## src/rtl/column_collision_scorer_pkg.sv

```systemverilog
// ============================================================================
// Module  : column_collision_scorer_pkg
// Brief   : Shared screen/pipe/bird geometry, game-state encodings and a
//           BCD magnitude helper for the column collision scorer.
// Revision: 1.0 - initial release
// ============================================================================
`default_nettype none

package column_collision_scorer_pkg;

  // Screen and playfield geometry (pixels)
  localparam int C_SCREEN_WIDTH  = 640;
  localparam int C_SCREEN_HEIGHT = 480;
  localparam int C_PADDING       = 10;

  // Pipe and gap geometry
  localparam int C_PIPE_W        = 20;
  localparam int C_GAP_H         = 60;

  // Bird geometry
  localparam int C_BIRD_X        = 100;
  localparam int C_BIRD_W        = 16;
  localparam int C_BIRD_H        = 16;

  // gameState encodings
  localparam logic [1:0] ST_IDLE = 2'b00;
  localparam logic [1:0] ST_PLAY = 2'b01;
  localparam logic [1:0] ST_DEAD = 2'b10;

  typedef logic [15:0] bcd4_t;

  // True when BCD value a is strictly greater than b; the first differing
  // digit, scanning from the most significant one, decides.
  function automatic logic bcd_gt(input bcd4_t a, input bcd4_t b);
    logic gt;
    logic decided;
    gt      = 1'b0;
    decided = 1'b0;
    for (int i = 3; i >= 0; i--) begin
      if (!decided && (a[4*i +: 4] != b[4*i +: 4])) begin
        gt      = (a[4*i +: 4] > b[4*i +: 4]);
        decided = 1'b1;
      end
    end
    return gt;
  endfunction

endpackage

`default_nettype wire

```

## src/rtl/column_collision_scorer_bcd_counter4.sv

```systemverilog
// ============================================================================
// Module  : column_collision_scorer_bcd_counter4
// Brief   : 4-digit BCD up-counter with synchronous active-low clear,
//           ripple digit carry and saturation at 9999.
// Revision: 1.0 - initial release
// ============================================================================
`default_nettype none

module column_collision_scorer_bcd_counter4
  import column_collision_scorer_pkg::*;
(
  input  logic        clk_i,
  input  logic        clr_ni,
  input  logic        inc_i,
  output logic [15:0] count_o
);

  bcd4_t count_q;
  bcd4_t count_d;
  logic  carry;

  // Next count: ripple a carry from the least significant digit upward,
  // holding the value once every digit reads 9.
  always_comb begin
    count_d = count_q;
    carry   = 1'b1;
    if (inc_i && (count_q != 16'h9999)) begin
      for (int i = 0; i < 4; i++) begin
        if (carry) begin
          if (count_q[4*i +: 4] == 4'd9) begin
            count_d[4*i +: 4] = 4'd0;
          end else begin
            count_d[4*i +: 4] = count_q[4*i +: 4] + 4'd1;
            carry             = 1'b0;
          end
        end
      end
    end
  end

  // Count register with synchronous clear
  always_ff @(posedge clk_i) begin
    if (!clr_ni) begin
      count_q <= '0;
    end else begin
      count_q <= count_d;
    end
  end

  assign count_o = count_q;

endmodule

`default_nettype wire

```

## src/rtl/column_collision_scorer.sv

```systemverilog
// ============================================================================
// Module  : column_collision_scorer
// Brief   : Two-stage collision pipeline (columns, floor, ceiling), game
//           state machine and 4-digit BCD score. Optional high-score
//           register enabled by defining HISCORE_EN.
// Revision: 1.0 - initial release
// ============================================================================
`default_nettype none

module column_collision_scorer
  import column_collision_scorer_pkg::*;
#(
  parameter int SCREEN_HEIGHT = C_SCREEN_HEIGHT,
  parameter int PADDING       = C_PADDING,
  parameter int PIPE_W        = C_PIPE_W,
  parameter int GAP_H         = C_GAP_H,
  parameter int BIRD_X        = C_BIRD_X,
  parameter int BIRD_W        = C_BIRD_W,
  parameter int BIRD_H        = C_BIRD_H
) (
  input  logic        gameClk,
  input  logic        reset,
  input  logic        start,
  input  logic [10:0] birdY,
  input  logic [10:0] Ax,
  input  logic [10:0] Ay,
  input  logic [10:0] Bx,
  input  logic [10:0] By,
  input  logic        passColumn,
  output logic        finished,
  output logic        collided,
  output logic [15:0] score,
  output logic [1:0]  gameState
`ifdef HISCORE_EN
  ,
  output logic [15:0] hiScore
`endif
);

  // 12-bit compare constants: one guard bit keeps 11-bit sums from wrapping
  localparam logic [11:0] C_X_LO  = 12'(BIRD_X);
  localparam logic [11:0] C_X_HI  = 12'(BIRD_X + BIRD_W + 2*PIPE_W - 2);
  localparam logic [11:0] C_GAP   = 12'(GAP_H);
  localparam logic [11:0] C_BH    = 12'(BIRD_H);
  localparam logic [11:0] C_BH_M1 = 12'(BIRD_H - 1);
  localparam logic [11:0] C_PAD   = 12'(PADDING);
  localparam logic [11:0] C_Y_MAX = 12'(SCREEN_HEIGHT - PADDING);

  // Start edge detector
  logic start_prev_q;
  logic start_rise;

  // Stage 1: registered inputs
  logic [10:0] birdy_q, ax_q, ay_q, bx_q, by_q;
  logic        pass1_q;

  // Stage 2: registered hit and delayed pass
  logic hit_q, pass2_q;

  // State machine and outputs
  logic [1:0] state_q, state_d;
  logic       finished_q, collided_q, collided_d;
  logic       score_clr;
  logic       score_inc;
  logic       flush;
  bcd4_t      score_w;

  // Collision terms
  logic [11:0] bird_y12, ax12, ay12, bx12, by12;
  logic        x_ovl_a, in_gap_a, x_ovl_b, in_gap_b, hit_bound, hit_d;

  assign start_rise = start & ~start_prev_q;

  assign bird_y12 = {1'b0, birdy_q};
  assign ax12     = {1'b0, ax_q};
  assign ay12     = {1'b0, ay_q};
  assign bx12     = {1'b0, bx_q};
  assign by12     = {1'b0, by_q};

  // Sums only on both sides of every compare, so no subtraction can underflow
  assign x_ovl_a   = (ax12 >= C_X_LO) && (ax12 <= C_X_HI);
  assign in_gap_a  = (bird_y12 + C_GAP >= ay12) && (bird_y12 + C_BH_M1 <= ay12 + C_GAP);
  assign x_ovl_b   = (bx12 >= C_X_LO) && (bx12 <= C_X_HI);
  assign in_gap_b  = (bird_y12 + C_GAP >= by12) && (bird_y12 + C_BH_M1 <= by12 + C_GAP);
  assign hit_bound = (bird_y12 < C_PAD) || (bird_y12 + C_BH > C_Y_MAX);
  assign hit_d     = (x_ovl_a && !in_gap_a) || (x_ovl_b && !in_gap_b) || hit_bound;

  // Leaving IDLE discards any hit or pass computed while frozen
  assign flush = (state_q == ST_IDLE) && start_rise;

  // Start edge history; resets high so a button held through reset is ignored
  always_ff @(posedge gameClk) begin
    if (!reset) begin
      start_prev_q <= 1'b1;
    end else begin
      start_prev_q <= start;
    end
  end

  // Two-stage collision pipeline
  always_ff @(posedge gameClk) begin
    if (!reset) begin
      birdy_q <= '0;
      ax_q    <= '0;
      ay_q    <= '0;
      bx_q    <= '0;
      by_q    <= '0;
      pass1_q <= 1'b0;
      hit_q   <= 1'b0;
      pass2_q <= 1'b0;
    end else begin
      birdy_q <= birdY;
      ax_q    <= Ax;
      ay_q    <= Ay;
      bx_q    <= Bx;
      by_q    <= By;
      if (flush) begin
        pass1_q <= 1'b0;
        hit_q   <= 1'b0;
        pass2_q <= 1'b0;
      end else begin
        pass1_q <= passColumn;
        hit_q   <= hit_d;
        pass2_q <= pass1_q;
      end
    end
  end

  // Game state transitions; a hit always beats a simultaneous pass
  always_comb begin
    state_d    = state_q;
    collided_d = 1'b0;
    score_clr  = 1'b0;
    case (state_q)
      ST_IDLE: begin
        if (start_rise) begin
          state_d   = ST_PLAY;
          score_clr = 1'b1;
        end
      end
      ST_PLAY: begin
        if (hit_q) begin
          state_d    = ST_DEAD;
          collided_d = 1'b1;
        end
      end
      ST_DEAD: begin
        if (start_rise) begin
          state_d = ST_IDLE;
        end
      end
      default: state_d = ST_IDLE;
    endcase
  end

  assign score_inc = (state_q == ST_PLAY) && !hit_q && pass2_q;

  // State and registered status outputs
  always_ff @(posedge gameClk) begin
    if (!reset) begin
      state_q    <= ST_IDLE;
      finished_q <= 1'b1;
      collided_q <= 1'b0;
    end else begin
      state_q    <= state_d;
      finished_q <= (state_d != ST_PLAY);
      collided_q <= collided_d;
    end
  end

  column_collision_scorer_bcd_counter4 u_score (
    .clk_i   (gameClk),
    .clr_ni  (reset & ~score_clr),
    .inc_i   (score_inc),
    .count_o (score_w)
  );

`ifdef HISCORE_EN
  logic [15:0] hi_q;

  // Capture a new best score at the moment of death
  always_ff @(posedge gameClk) begin
    if (!reset) begin
      hi_q <= '0;
    end else if (collided_d && bcd_gt(score_w, hi_q)) begin
      hi_q <= score_w;
    end
  end

  assign hiScore = hi_q;
`endif

  assign finished  = finished_q;
  assign collided  = collided_q;
  assign score     = score_w;
  assign gameState = state_q;

endmodule

`default_nettype wire

```

## config.mk

```make
export PLATFORM = sky130hd
export DESIGN_NAME = column_collision_scorer
export DESIGN_NICKNAME = d
export VERILOG_FILES = /design/src/rtl/column_collision_scorer_pkg.sv /design/src/rtl/column_collision_scorer_bcd_counter4.sv /design/src/rtl/column_collision_scorer.sv
export SDC_FILE = /design/constraint.sdc
export NUM_CORES = 1
export LEC_CHECK = 0
export CAP_MARGIN = 20
export CORE_MARGIN = 2
export CORE_UTILIZATION = 30
export CTS_BUF_LIST = sky130_fd_sc_hd__clkbuf_2
export DETAILED_ROUTE_END_ITERATION = 7
export GPL_ROUTABILITY_DRIVEN = 1
export MAX_ROUTING_LAYER = met4
export PLACE_DENSITY = 0.55
export SYNTH_ARGS = -nofsm -noshare
export SYNTH_HDL_FRONTEND = slang
export SYNTH_SLANG_ARGS = --single-unit
```

## constraint.sdc

```tcl
create_clock -name gameClk -period 2.8 [get_ports gameClk]
set_clock_uncertainty 0.05 [all_clocks]
set_input_delay 0.56 -clock gameClk [delete_from_list [all_inputs] [get_ports gameClk]]
set_output_delay 0.56 -clock gameClk [all_outputs]
set_load 0.02 [all_outputs]
```

# ---- Yosys cells after proc, flatten, opt, wreduce, memory -nomap -nowiden
# Cells that the tools add are included.
dict set report totals {
  ff_bits 79
  inputBits 59
  out_inout_bits 20
  elab_cells 89
}
dict set report classes {
  add_sub_neg 9
  magnitude_cmp 10
  eq_ne 8
  muxes 19
  bitwise 5
  reduce_logical 22
}
# operator n
set op_table {}
lappend op_table {{$add A11 B6 Y12 const B} 3}
lappend op_table {{$ge A12 B11 Y1} 2}
lappend op_table {{$le A12 B12 Y1} 2}
lappend op_table {{$ge A11 B7 Y1 const B} 2}
lappend op_table {{$le A11 B8 Y1 const B} 2}
lappend op_table {{$add A4 B1 Y4 const B} 4}
lappend op_table {{$eq A4 B4 Y1 const B} 4}
lappend op_table {{$mux W4} 4}
lappend op_table {{$ne A16 B16 Y1 const B} 1}
lappend op_table {{$add A11 B4 Y12 const B} 1}
lappend op_table {{$add A11 B5 Y12 const B} 1}
lappend op_table {{$gt A12 B9 Y1 const B} 1}
lappend op_table {{$lt A11 B4 Y1 const B} 1}
lappend op_table {{$mux W1} 11}
lappend op_table {{$logic_and A1 B1 Y1} 10}
lappend op_table {{$reduce_and A2 Y1} 4}
lappend op_table {{$mux W2} 3}
lappend op_table {{$pmux W2 S3} 1}
lappend op_table {{$logic_not A1 Y1} 3}
lappend op_table {{$logic_or A1 B1 Y1} 3}
lappend op_table {{$not A1 Y1} 3}
lappend op_table {{$and A1 B1 Y1} 2}
lappend op_table {{$eq A2 B1 Y1 const B} 1}
lappend op_table {{$eq A2 B2 Y1 const B} 1}
lappend op_table {{3 further kinds} 3}

# ---- Depth between registers and ports, before layout
# Gate-level depths: netlist of run 1.
dict set report depth {
  word_depth 10
  mapped_depth 14
  mapped_depth_nobuf 13
}

# ---- Modules after synthesis
# Synthesis of run 1 repeated with hierarchy kept, for this count alone.
dict set report unflattened {
  cells_unflattened 493
  hier_area_um2 4454.3
}
# mod instances cells_each area_per_inst_um2
set modules_own_cells {}
lappend modules_own_cells {column_collision_scorer 1 398 3604.7}
lappend modules_own_cells {column_collision_scorer_bcd_counter4 1 95 849.6}

# ---- Worst setup path after synthesis of run 1
# Ideal clock, no wire load.
dict set report synth_path {
  path_type {register to register}
  start {reg birdy_q[2]}
  end {reg hit_q}
  arrival_time_ns 2.386
  t_required_ns 2.601
  setup_slack_ns 0.215
  stages_incl_launch_ff 14
  n_path_buf 0
  cell_sequence {dfxtp_1 > inv_1 > ha_1 > nand2_1 > and2_1 > nand2_1 > xnor2_1 > ha_1 > a21oi_1 > nand2_1 > a21o_1 > o311ai_0 > o211a_1 > a31oi_1}
}
dict set report synth_via {
  elab_chain_len 7
}
# element line
set synth_lines {}
lappend synth_lines {{start, declared} column_collision_scorer.sv:54} ;# logic [10:0] birdy_q, ax_q, ay_q, bx_q, by_q;
lappend synth_lines {{start signal, assigned} column_collision_scorer.sv:112} ;# birdy_q <= birdY;
lappend synth_lines {{$add A11 B6 Y12 or $add A11 B4 Y12 (tied branches)} {column_collision_scorer.sv:82, column_collision_scorer.sv:84}}
lappend synth_lines {{$ge A12 B11 Y1, or another cell as far along} column_collision_scorer.sv:82} ;# assign in_gap_a = (bird_y12 + C_GAP >= ay12) && (bird_y12 + C_BH_M1 <= ay12 + C_GAP);
lappend synth_lines {{$logic_and A1 B1 Y1, on equally long branches} {column_collision_scorer.sv:82, column_collision_scorer.sv:84}}
lappend synth_lines {{$logic_not A1 Y1} column_collision_scorer.sv:86} ;# assign hit_d = (x_ovl_a && !in_gap_a) || (x_ovl_b && !in_gap_b) || hit_bound;
lappend synth_lines {{$logic_and A1 B1 Y1} column_collision_scorer.sv:86}
lappend synth_lines {{$logic_or A1 B1 Y1} column_collision_scorer.sv:86}
lappend synth_lines {{$logic_or A1 B1 Y1 *} column_collision_scorer.sv:86}
lappend synth_lines {{end signal, assigned} column_collision_scorer.sv:123} ;# hit_q <= hit_d;
lappend synth_lines {{end, declared} column_collision_scorer.sv:58} ;# logic hit_q, pass2_q;
# Every way passes the cells marked *; elsewhere a longest branch is shown, timed or not.
# A chain may end at the register's enable or synchronous reset.

# ---- Final worst setup path of run 1
# Ends and elaborated chain as after synthesis.

==> results.txt, run 1 <==
Core area: 14,500 µm²
Overflow after GRT: 0
Clock latency on the worst-skew pair: 0.58 ns
Clk slew on worst S/H paths: 0.21 ns
Slew Viols, Final: 0
Die Span X: 125 µm
PortBufs: 78
Min Tclk post-route: 2.65 ns
Synthesized cell area: 4420 µm²
Switching power: 691 µW
CTS H-tree lvls: 3
CP Capture Point: hit_q$_SDFF_PN0_
Startpoint Class: flop
Worst r2r src: birdy_q[2]$_SDFF_PN0_
Synth Instances: 486
Layout cells sized above 1: 12.0%
Final core occ: 39.6%
Inst Count DP: 752
Gate power share: 20.7%
Clk sink count: 79
Most frequent cells in the layout: clkdlybuf4s50_1 (78), dfxtp_1 (72), and2_1 (57)
Dpl hpwl: 8430 µm
Setup CP Type: flop to flop
PwrDens: 426 nW/µm²
Setup TNS: 0 ns
Post-route ant nets: 0
Slew @ Worst Pin: 0.446 ns
Max clock buf depth: 2
Global-route wire length before repair: 17,700 µm
Reg2reg end: hit_q$_SDFF_PN0_
DIE AREA: 15,700 µm²
WL final: 10,500 µm
Routed vias/inst: 4.71
Max Cap Violations: 0
Internal power: 1.75 mW
Sequential share of the synthesized area: 35.8%
Pre-CTS setup slack: 0.0475 ns
FMAX: 0.377 GHz
1st-pass router iterations: 4
Commonest non-fill, non-tap cell in the layout: clkdlybuf4s50_1
Ports: 79
CTS tree: built
R2r setup slk: 0.15 ns
Worst vdd ir: 0.201 mV
# DRC: 0
Status: finished clean
N_diodes: 0
Fin worst setup slack: 0.146 ns
Worst setup EP type: flop
CTS Hold Bufs: 0
Initial Utilization: 30.5%
RSZ-0062 raised after global routing: no
Setup violations, final: 0
Fin Hold WS: 0.384 ns
Num CTS Buffers: 9
Critical path startpoint: birdy_q[2]$_SDFF_PN0_
Iteration-0 DRC Markers: 95
Area grow syn2layout: 29.7%
Routability cong.: 0.954
Row cnt: 44
Main synth FF type: dfxtp_1
Maximum fanout along the worst path: 5
Number of flops mapped to enable cells by yosys: 0
Switching Share: 28.3%
Via Count: 3,621
Root buf cell: clkbuf_2
Ys Warns: 0
Initial antenna violation count: 0
Overall routing resource usage: 14.5%
Fillers: 1,454
Mapped Avg Cell Area: 9.10 µm²
Setup bufs post-CTS: 0
Vias in the first global route: 3,795
Syn Nets: 599
Drt wl/cell: 13.7 µm
Critical Path RT: 3.23 ns
Clock share of power: 29.7%
Height of the die: 125 µm
Yosys reg bits: 79
CP arrival: 3.08 ns
Pin count of the biggest net entering global routing: 33
Sequential power share: 49.6%
Nets@finish: 692
Ys async rst share: 0%
Worst Reg-to-Reg Cells: 13
Hold Vio Cnt, Final: 0
Yosys cell types: 60
HP Class: flop to flop
Cell Count, Final, Fillers Out: 768
Part of the cycle the worst path needs: 94.8%
Leakage: 2.34 nW
Rel. slew slack: 70.2%
## logic make-up after synthesis
group,count (synthesis),share of synthesized area [%]
flops,79,35.8
buf+inv,48,4.39
compound gates,68,10.2
mux,3,0.679
xor+xnor,40,7.93
fa+ha+maj,54,15.3
simple gates,194,25.7
## metrics by stage
step / instance area, µm² / power, mW
final: 5730 / 2.44
after global routing: 5730 / 2.61
after CTS: 5640 / 2.47
after detailed placement: 5500 / 1.73
after global placement: 5500 / 1.72
after floorplan: 4420 / 1.52
## worst min-delay path by stage
stage	cells past startpoint	from	slack, ns	to
after detailed placement	2	pass1_q$_SDFF_PN0_	0.36	pass2_q$_SDFF_PN0_
after global routing	2	Bx[5]	0.35	bx_q[5]$_SDFF_PN0_
after floorplan	2	pass1_q$_SDFF_PN0_	0.34	pass2_q$_SDFF_PN0_
after global placement	2	pass1_q$_SDFF_PN0_	0.35	pass2_q$_SDFF_PN0_
after CTS	2	pass1_q$_SDFF_PN0_	0.38	pass2_q$_SDFF_PN0_
final	2	pass1_q$_SDFF_PN0_	0.38	pass2_q$_SDFF_PN0_
## power groups by stage
stage / Clock (mW) / Combinational (mW) / Sequential (mW)
after CTS: 0.761 / 0.501 / 1.21
final: 0.724 / 0.506 / 1.21
after global routing: 0.815 / 0.572 / 1.22
after global placement: 0 / 0.488 / 1.23
after detailed placement: 0 / 0.496 / 1.23
after floorplan: 0 / 0.294 / 1.23
## critical path, cell delays in order (launching register included)
cell and delay [ns]:
dfxtp_2 0.37, inv_1 0.09, ha_1 0.26, nand2_1 0.11, and2_4 0.17, nand2_1 0.08
xnor2_2 0.16, ha_1 0.36, nand4_1 0.13, nor2_1 0.07, a21boi_1 0.13, o311ai_0 0.32
o211a_1 0.22, a31oi_1 0.07
## synthesized netlist by cell type (2+ instances only)
library cell	n	area share [%]
xnor2_1	29	5.7
clkbuf_1	7	0.59
nand3_1	18	2.0
o211ai_1	4	0.68
buf_2	5	0.57
a31oi_1	2	0.28
a221o_1	3	0.68
and4b_1	2	0.45
nand2_1	28	2.4
a21boi_0	2	0.34
nor3b_1	2	0.34
or3_1	3	0.42
ha_1	54	15
a21o_1	7	1.2
dfxtp_1	79	36
and2_1	58	8.2
o21ai_0	9	1.0
o31ai_1	3	0.51
nand4_1	10	1.4
and3_1	2	0.28
nor3_1	14	1.6
nand4b_1	3	0.59
xor2_1	11	2.2
mux2i_1	3	0.68
and4_1	2	0.40
a21oi_1	25	2.8
nand2b_1	5	0.71
inv_1	35	3.0
nor2b_1	7	0.99
nor2_1	24	2.0
## sequential cells by signal, summed over array words and instances (netlist names)
register         cells
ax_q                11
ay_q                11
birdy_q             11
bx_q                11
by_q                11
collided             1
finished             1
gameState            2
hit_q                1
pass1_q              1
pass2_q              1
start_prev_q         1
u_score.count_o     16
## per-layer routing
layer | track usage (%) | wire [µm] | vias up | share of wire, %
li1 | - | - | 1856 | -
met5 | - | 0 | - | 0
met4 | 4.64 | 259 | 0 | 2.5
met1 | 16.3 | 4630 | 1663 | 44
met2 | 24.3 | 5110 | 78 | 48
met3 | 4.88 | 546 | 24 | 5.2
## area by class of cell
cell class	count	area [µm²]	area share, %
Clock buffer	10	50.0	0.873
Clock inverter	6	91.3	1.59
Inverter	35	131	2.29
Multi-Input combinational cell	359	2730	47.6
Sequential cell	79	1590	27.8
Tap cell	184	230	4.01
Timing Repair Buffer	95	908	15.8
## what timing repair did
item                                    CTS  global route
endpoints found under the setup margin    0             1
resized for setup                         0            27
endpoints found under the hold margin     0             0
No activity file was read; power rests on OpenSTA's default activity.
==> inputs of run 2 (changes only) <==
--- a/config.mk
+++ b/config.mk
@@ -11,7 +11,6 @@
 export CTS_BUF_LIST = sky130_fd_sc_hd__clkbuf_2
 export DETAILED_ROUTE_END_ITERATION = 7
 export GPL_ROUTABILITY_DRIVEN = 1
-export MAX_ROUTING_LAYER = met4
 export PLACE_DENSITY = 0.55
 export SYNTH_ARGS = -nofsm -noshare
 export SYNTH_HDL_FRONTEND = slang
==> run 2 against run 1 <==
- combinational power shrank 1%
- global-route usage is 0.57 points lower
- count of clock-buffer cells in the layout fell by 1
- sequential share of layout area barely moved
- fmax decreased by 0.85%
- utilization shrank 0.18 points
- sequential cell count unchanged
- first-iteration DRC count rose by 26%
==> results.txt, run 2 (synthesis results as in run 1) <==
Post-route ant nets: 0 (unchanged)
Most frequent cells in the layout: clkdlybuf4s50_1 (78), dfxtp_1 (77), and2_1 (57) (was clkdlybuf4s50_1 (78), dfxtp_1 (72), and2_1 (57))
Via Count: 3,583 (was 3,621)
Routability cong.: 0.926 (was 0.954)
WL final: 10,400 µm (was 10,500 µm)
Row cnt: 44 (unchanged)
# DRC: 0 (unchanged)
Core area: 14,500 µm² (unchanged)
Clk sink count: 79 (unchanged)
Inst Count DP: 753 (was 752)
Part of the cycle the worst path needs: 95.6% (was 94.8%)
N_diodes: 0 (unchanged)
Fin worst setup slack: 0.123 ns (was 0.146 ns)
Worst vdd ir: 0.195 mV (was 0.201 mV)
Final core occ: 39.4% (was 39.6%)
Slowest Stage Delay on Critical Path: 0.38 ns (was 0.37 ns)
Min Tclk post-route: 2.68 ns (was 2.65 ns)
Overflow after GRT: 0 (unchanged)
Pre-CTS setup slack: -0.0644 ns (was 0.0475 ns)
Crit path max-delay family: compound AO/OA/AOI/OAI gates (unchanged)
Clk slew on worst S/H paths: 0.28 ns (was 0.21 ns)
HP Class: flop to flop (unchanged)
Iteration-0 DRC Markers: 120 (was 95)
Hold Vio Cnt, Final: 0 (unchanged)
Height of the die: 125 µm (unchanged)
CTS H-tree lvls: 3 (unchanged)
Slew @ Worst Pin: 0.402 ns (was 0.446 ns)
Setup violations, final: 0 (unchanged)
Worst Path Buf+Inv: 2 (was 1)
FMAX: 0.374 GHz (was 0.377 GHz)
Ports: 79 (unchanged)
Setup TNS: 0 ns (unchanged)
PwrDens: 415 nW/µm² (was 426 nW/µm²)
Clock latency on the worst-skew pair: 0.59 ns (was 0.58 ns)
Max Cap Violations: 0 (unchanged)
Dpl hpwl: 8260 µm (was 8430 µm)
Cell Count, Final, Fillers Out: 770 (was 768)
Leakage: 2.32 nW (was 2.34 nW)
Num CTS Buffers: 9 (unchanged)
Initial Utilization: 30.5% (unchanged)
Die Span X: 125 µm (unchanged)
Initial antenna violation count: 0 (unchanged)
Maximum fanout along the worst path: 4 (was 5)
Drt wl/cell: 13.5 µm (was 13.7 µm)
Crit path cell chain: inv_1 > buf_4 > nand4_1 > nand4_1 > xnor2_2 > ha_1 > and2_0 > a221o_1 > a221o_1 > o221ai_1 > a31oi_1 (was inv_1 > ha_1 > nand2_1 > and2_4 > nand2_1 > xnor2_2 > ha_1 > nand4_1 > nor2_1 > a21boi_1 > o311ai_0 > o211a_1 > a31oi_1)
Commonest non-fill, non-tap cell in the layout: clkdlybuf4s50_1 (unchanged)
Setup CP Type: flop to flop (unchanged)
DIE AREA: 15,700 µm² (unchanged)
Layout cells sized above 1: 10.1% (was 12.0%)
Flip-flop count of the largest register after layout: 16 (unchanged)
Root buf cell: clkbuf_2 (unchanged)
PortBufs: 78 (unchanged)
Worst setup EP type: flop (unchanged)
Startpoint Class: flop (unchanged)
Area grow syn2layout: 29.1% (was 29.7%)
Worst path slowest cell: dfxtp_1 (was dfxtp_2)
1st-pass router iterations: 4 (unchanged)
Slew Viols, Final: 0 (unchanged)
CP arrival: 3.12 ns (was 3.08 ns)
Status: finished clean (unchanged)
Routed vias/inst: 4.65 (was 4.71)
Global-route wire length before repair: 17,600 µm (was 17,700 µm)
Max clock buf depth: 2 (unchanged)
Pin count of the biggest net entering global routing: 33 (unchanged)
Critical Path RT: 3.24 ns (was 3.23 ns)
Rel. slew slack: 72.5% (was 70.2%)
Nets@finish: 694 (was 692)
Overall routing resource usage: 13.9% (was 14.5%)
Vias in the first global route: 3,704 (was 3,795)
CTS tree: built (unchanged)
[run 2: path summary, 6_finish.rpt]
check / cells past startpoint / start / slack [ns] / to
setup / recovery: 11 / birdy_q[2]$_SDFF_PN0_ / 0.12 / hit_q$_SDFF_PN0_
setup reg to reg: 11 / birdy_q[2]$_SDFF_PN0_ / 0.12 / hit_q$_SDFF_PN0_
hold / removal: 2 / pass1_q$_SDFF_PN0_ / 0.33 / pass2_q$_SDFF_PN0_
hold reg to reg: 2 / pass1_q$_SDFF_PN0_ / 0.33 / pass2_q$_SDFF_PN0_
[run 2: area by class of cell]
| cell class | count | area [µm²] |
|---|---|---|
| Sequential cell | 79 | 1580 |
| Inverter | 35 | 131 |
| Fill cell | 1502 | 8770 |
| Clock inverter | 7 | 78.8 |
| Timing Repair Buffer | 97 | 923 |
| Multi-Input combinational cell | 359 | 2720 |
| Clock buffer | 9 | 45.0 |
| Tap cell | 184 | 230 |
[run 2: stage by stage]
step | total power [mW] | instance area (µm²) | hold WS, ns
after global routing | 2.52 | 5710 | 0.366
after CTS | 2.40 | 5640 | 0.328
after detailed placement | 1.72 | 5500 | 0.362
after global placement | 1.71 | 5500 | 0.353
after floorplan | 1.52 | 4420 | 0.344
final | 2.37 | 5710 | 0.330
[run 2: where the power goes]
part | internal [mW] | switching, mW | total, mW
combinational | 0.265 | 0.235 | 0.500
sequential | 1.18 | 0.0347 | 1.21
clock | 0.217 | 0.443 | 0.660
[run 2: worst register-to-register path: stages (launching register included)]
cell	delay, ns
dfxtp_1	0.38
inv_1	0.06
buf_4	0.15
nand4_1	0.14
nand4_1	0.20
xnor2_2	0.20
ha_1	0.31
and2_0	0.18
a221o_1	0.32
a221o_1	0.35
o221ai_1	0.19
a31oi_1	0.11
[run 2: timing repair]
| action | 4_1_cts | 5_1_grt |
|---|---|---|
| hold buffers | 0 | 0 |
| endpoints found under the setup margin | 1 | 1 |
| resized for setup | 1 | 14 |
| endpoints found under the hold margin | 0 | 0 |
| pin swaps | 0 | 2 |
| buffers inserted | 0 | 1 |
[run 2: layer usage]
metal | up-vias | part of all wire, % | global-route usage [%]
met5 | - | 0 | 0
met4 | 0 | 1.7 | 3.46
met3 | 13 | 5.1 | 4.88
met2 | 64 | 49 | 24.5
met1 | 1645 | 45 | 16.2
li1 | 1861 | - | -
==> inputs of run 3 (changes only) <==
--- a/config.mk
+++ b/config.mk
@@ -6,7 +6,6 @@
 export NUM_CORES = 1
 export LEC_CHECK = 0
 export CAP_MARGIN = 20
-export CORE_MARGIN = 2
 export CORE_UTILIZATION = 30
 export CTS_BUF_LIST = sky130_fd_sc_hd__clkbuf_2
 export DETAILED_ROUTE_END_ITERATION = 7
==> run 3 against run 2 <==
- first-iteration DRC count is 7.5% lower
- critical path type unchanged
- critical path depth is 1 lower
- non-clock buffer count is 2 lower
- count of clock-buffer cells in the layout stayed put
- largest cell class unchanged
- largest power group unchanged
- highest routed layer unchanged
- register-to-register slack better by 0.02 ns
==> results.txt, run 3 (synthesis results as in run 1) <==
Clk slew on worst S/H paths: 0.23 ns (was 0.28 ns)
Leakage: 2.32 nW (about the same)
Commonest non-fill, non-tap cell in the layout: clkdlybuf4s50_1 (unchanged)
FMAX: 0.377 GHz (was 0.374 GHz)
Dpl hpwl: 8210 µm (was 8260 µm)
Final core occ: 40.4% (was 39.4%)
Area grow syn2layout: 29.4% (was 29.1%)
Most frequent cells in the layout: clkdlybuf4s50_1 (78), dfxtp_1 (75), and2_1 (57) (was clkdlybuf4s50_1 (78), dfxtp_1 (77), and2_1 (57))
Startpoint Class: flop (unchanged)
HP Class: flop to flop (unchanged)
Worst vdd ir: 0.219 mV (was 0.195 mV)
Critical Path RT: 3.24 ns (about the same)
Flip-flop count of the largest register after layout: 16 (unchanged)
Clock latency on the worst-skew pair: 0.56 ns (was 0.59 ns)
CTS Hold Bufs: 0 (unchanged)
Rel. slew slack: 67.9% (was 72.5%)
Core area: 14,100 µm² (was 14,500 µm²)
Multi-input gate area: 2730 µm² (was 2720 µm²)
WL final: 10,400 µm (about the same)
Status: finished clean (unchanged)
Setup violations, final: 0 (unchanged)
Die Span X: 123 µm (was 125 µm)
# DRC: 0 (unchanged)
Maximum fanout along the worst path: 6 (was 4)
Initial antenna violation count: 0 (unchanged)
Max Cap Violations: 0 (unchanged)
Drt wl/cell: 13.6 µm (was 13.5 µm)
Routability cong.: 0.883 (was 0.926)
Nets@finish: 692 (was 694)
Row cnt: 43 (was 44)
Iteration-0 DRC Markers: 111 (was 120)
CP arrival: 3.09 ns (was 3.12 ns)
Inst Count DP: 744 (was 753)
PwrDens: 424 nW/µm² (was 415 nW/µm²)
Post-route cell area: 5720 µm² (was 5710 µm²)
Clk sink count: 79 (unchanged)
1st-pass router iterations: 4 (unchanged)
Layout cells sized above 1: 11.1% (was 10.1%)
Routed vias/inst: 4.69 (was 4.65)
Ports: 79 (unchanged)
N_diodes: 0 (unchanged)
CTS H-tree lvls: 3 (unchanged)
Post-route ant nets: 0 (unchanged)
Pin count of the biggest net entering global routing: 34 (was 33)
Hold Vio Cnt, Final: 0 (unchanged)
Root buf cell: clkbuf_2 (unchanged)
Slew Viols, Final: 0 (unchanged)
Global-route wire length before repair: 17,000 µm (was 17,600 µm)
Overflow after GRT: 0 (unchanged)
CTS tree: built (unchanged)
DIE AREA: 15,200 µm² (was 15,700 µm²)
Overall routing resource usage: 14.6% (was 13.9%)
Vias in the first global route: 3,617 (was 3,704)
Initial Utilization: 31.2% (was 30.5%)
Via Count: 3,584 (was 3,583)
Placed instance area: 5460 µm² (was 5500 µm²)
Part of the cycle the worst path needs: 94.8% (was 95.6%)
Fillers: 1,458 (was 1,502)
Num CTS Buffers: 9 (unchanged)
Height of the die: 123 µm (was 125 µm)
Slew @ Worst Pin: 0.479 ns (was 0.402 ns)
Cell Count, Final, Fillers Out: 764 (was 770)
Setup CP Type: flop to flop (unchanged)
FF+latch area: 1590 µm² (was 1580 µm²)
PortBufs: 78 (unchanged)
Min Tclk post-route: 2.66 ns (was 2.68 ns)
Worst setup EP type: flop (unchanged)
Max clock buf depth: 2 (unchanged)
run 3: routing by layer:
metal  track usage (%)  vias to the layer above  share of wire [%]
li1                  -                     1858                  -
met1              17.8                     1647                 45
met2              24.1                       67                 48
met3              4.75                       12                4.9
met4              4.67                        0                1.4
met5                 0                        -                  0
run 3: worst paths after layout:
| check | start | endpoint | slack [ns] | depth (start not counted) |
|---|---|---|---|---|
| setup / recovery | birdy_q[3]$_SDFF_PN0_ | hit_q$_SDFF_PN0_ | 0.14 | 10 |
| hold / removal | pass1_q$_SDFF_PN0_ | pass2_q$_SDFF_PN0_ | 0.35 | 2 |
| setup reg to reg | birdy_q[3]$_SDFF_PN0_ | hit_q$_SDFF_PN0_ | 0.14 | 10 |
| hold reg to reg | pass1_q$_SDFF_PN0_ | pass2_q$_SDFF_PN0_ | 0.35 | 2 |
run 3: critical path, stage by stage (launching register included):
cell	delay, ns
dfxtp_4	0.40
or4_4	0.57
nand2_1	0.11
xnor2_1	0.16
ha_1	0.29
a21oi_1	0.14
o21ai_0	0.13
a221oi_2	0.29
nand2_1	0.12
o211a_1	0.21
a31oi_1	0.12
run 3: area by class of cell:
type | instances | area share (%)
inverter | 35 | 2.30
clock inverter | 7 | 1.64
sequential | 79 | 27.8
timing repair buffer | 95 | 15.9
clock buffer | 9 | 0.787
tap | 180 | 3.94
multi-input combinational | 359 | 47.6
run 3: power by group:
group,total [mW],switching (mW),leakage [nW],internal [mW]
Combinational,0.504,0.240,1.58,0.264
Sequential,1.21,0.0355,0.655,1.17
Clock,0.710,0.410,0.0824,0.300
Total,2.42,0.686,2.32,1.74
run 3: repair_timing:
action                                  in CTS  in global routing
gates resized for setup                      4                 23
endpoints found under the setup margin       1                  1
pin swaps                                    0                  2
buffers inserted                             0                  4
run 3: per-stage QoR:
stage	TNS (ns)	power, mW	worst slack (ns)	hold slack, ns
finish	0	2.42	0.144	0.350
global route	-0.0271	2.58	-0.0271	0.399
CTS	0	2.45	0.000665	0.349
detailed placement	-0.0850	1.71	-0.0850	0.363
global placement	-0.0182	1.71	-0.0182	0.365
floorplan	0	1.52	0.215	0.344
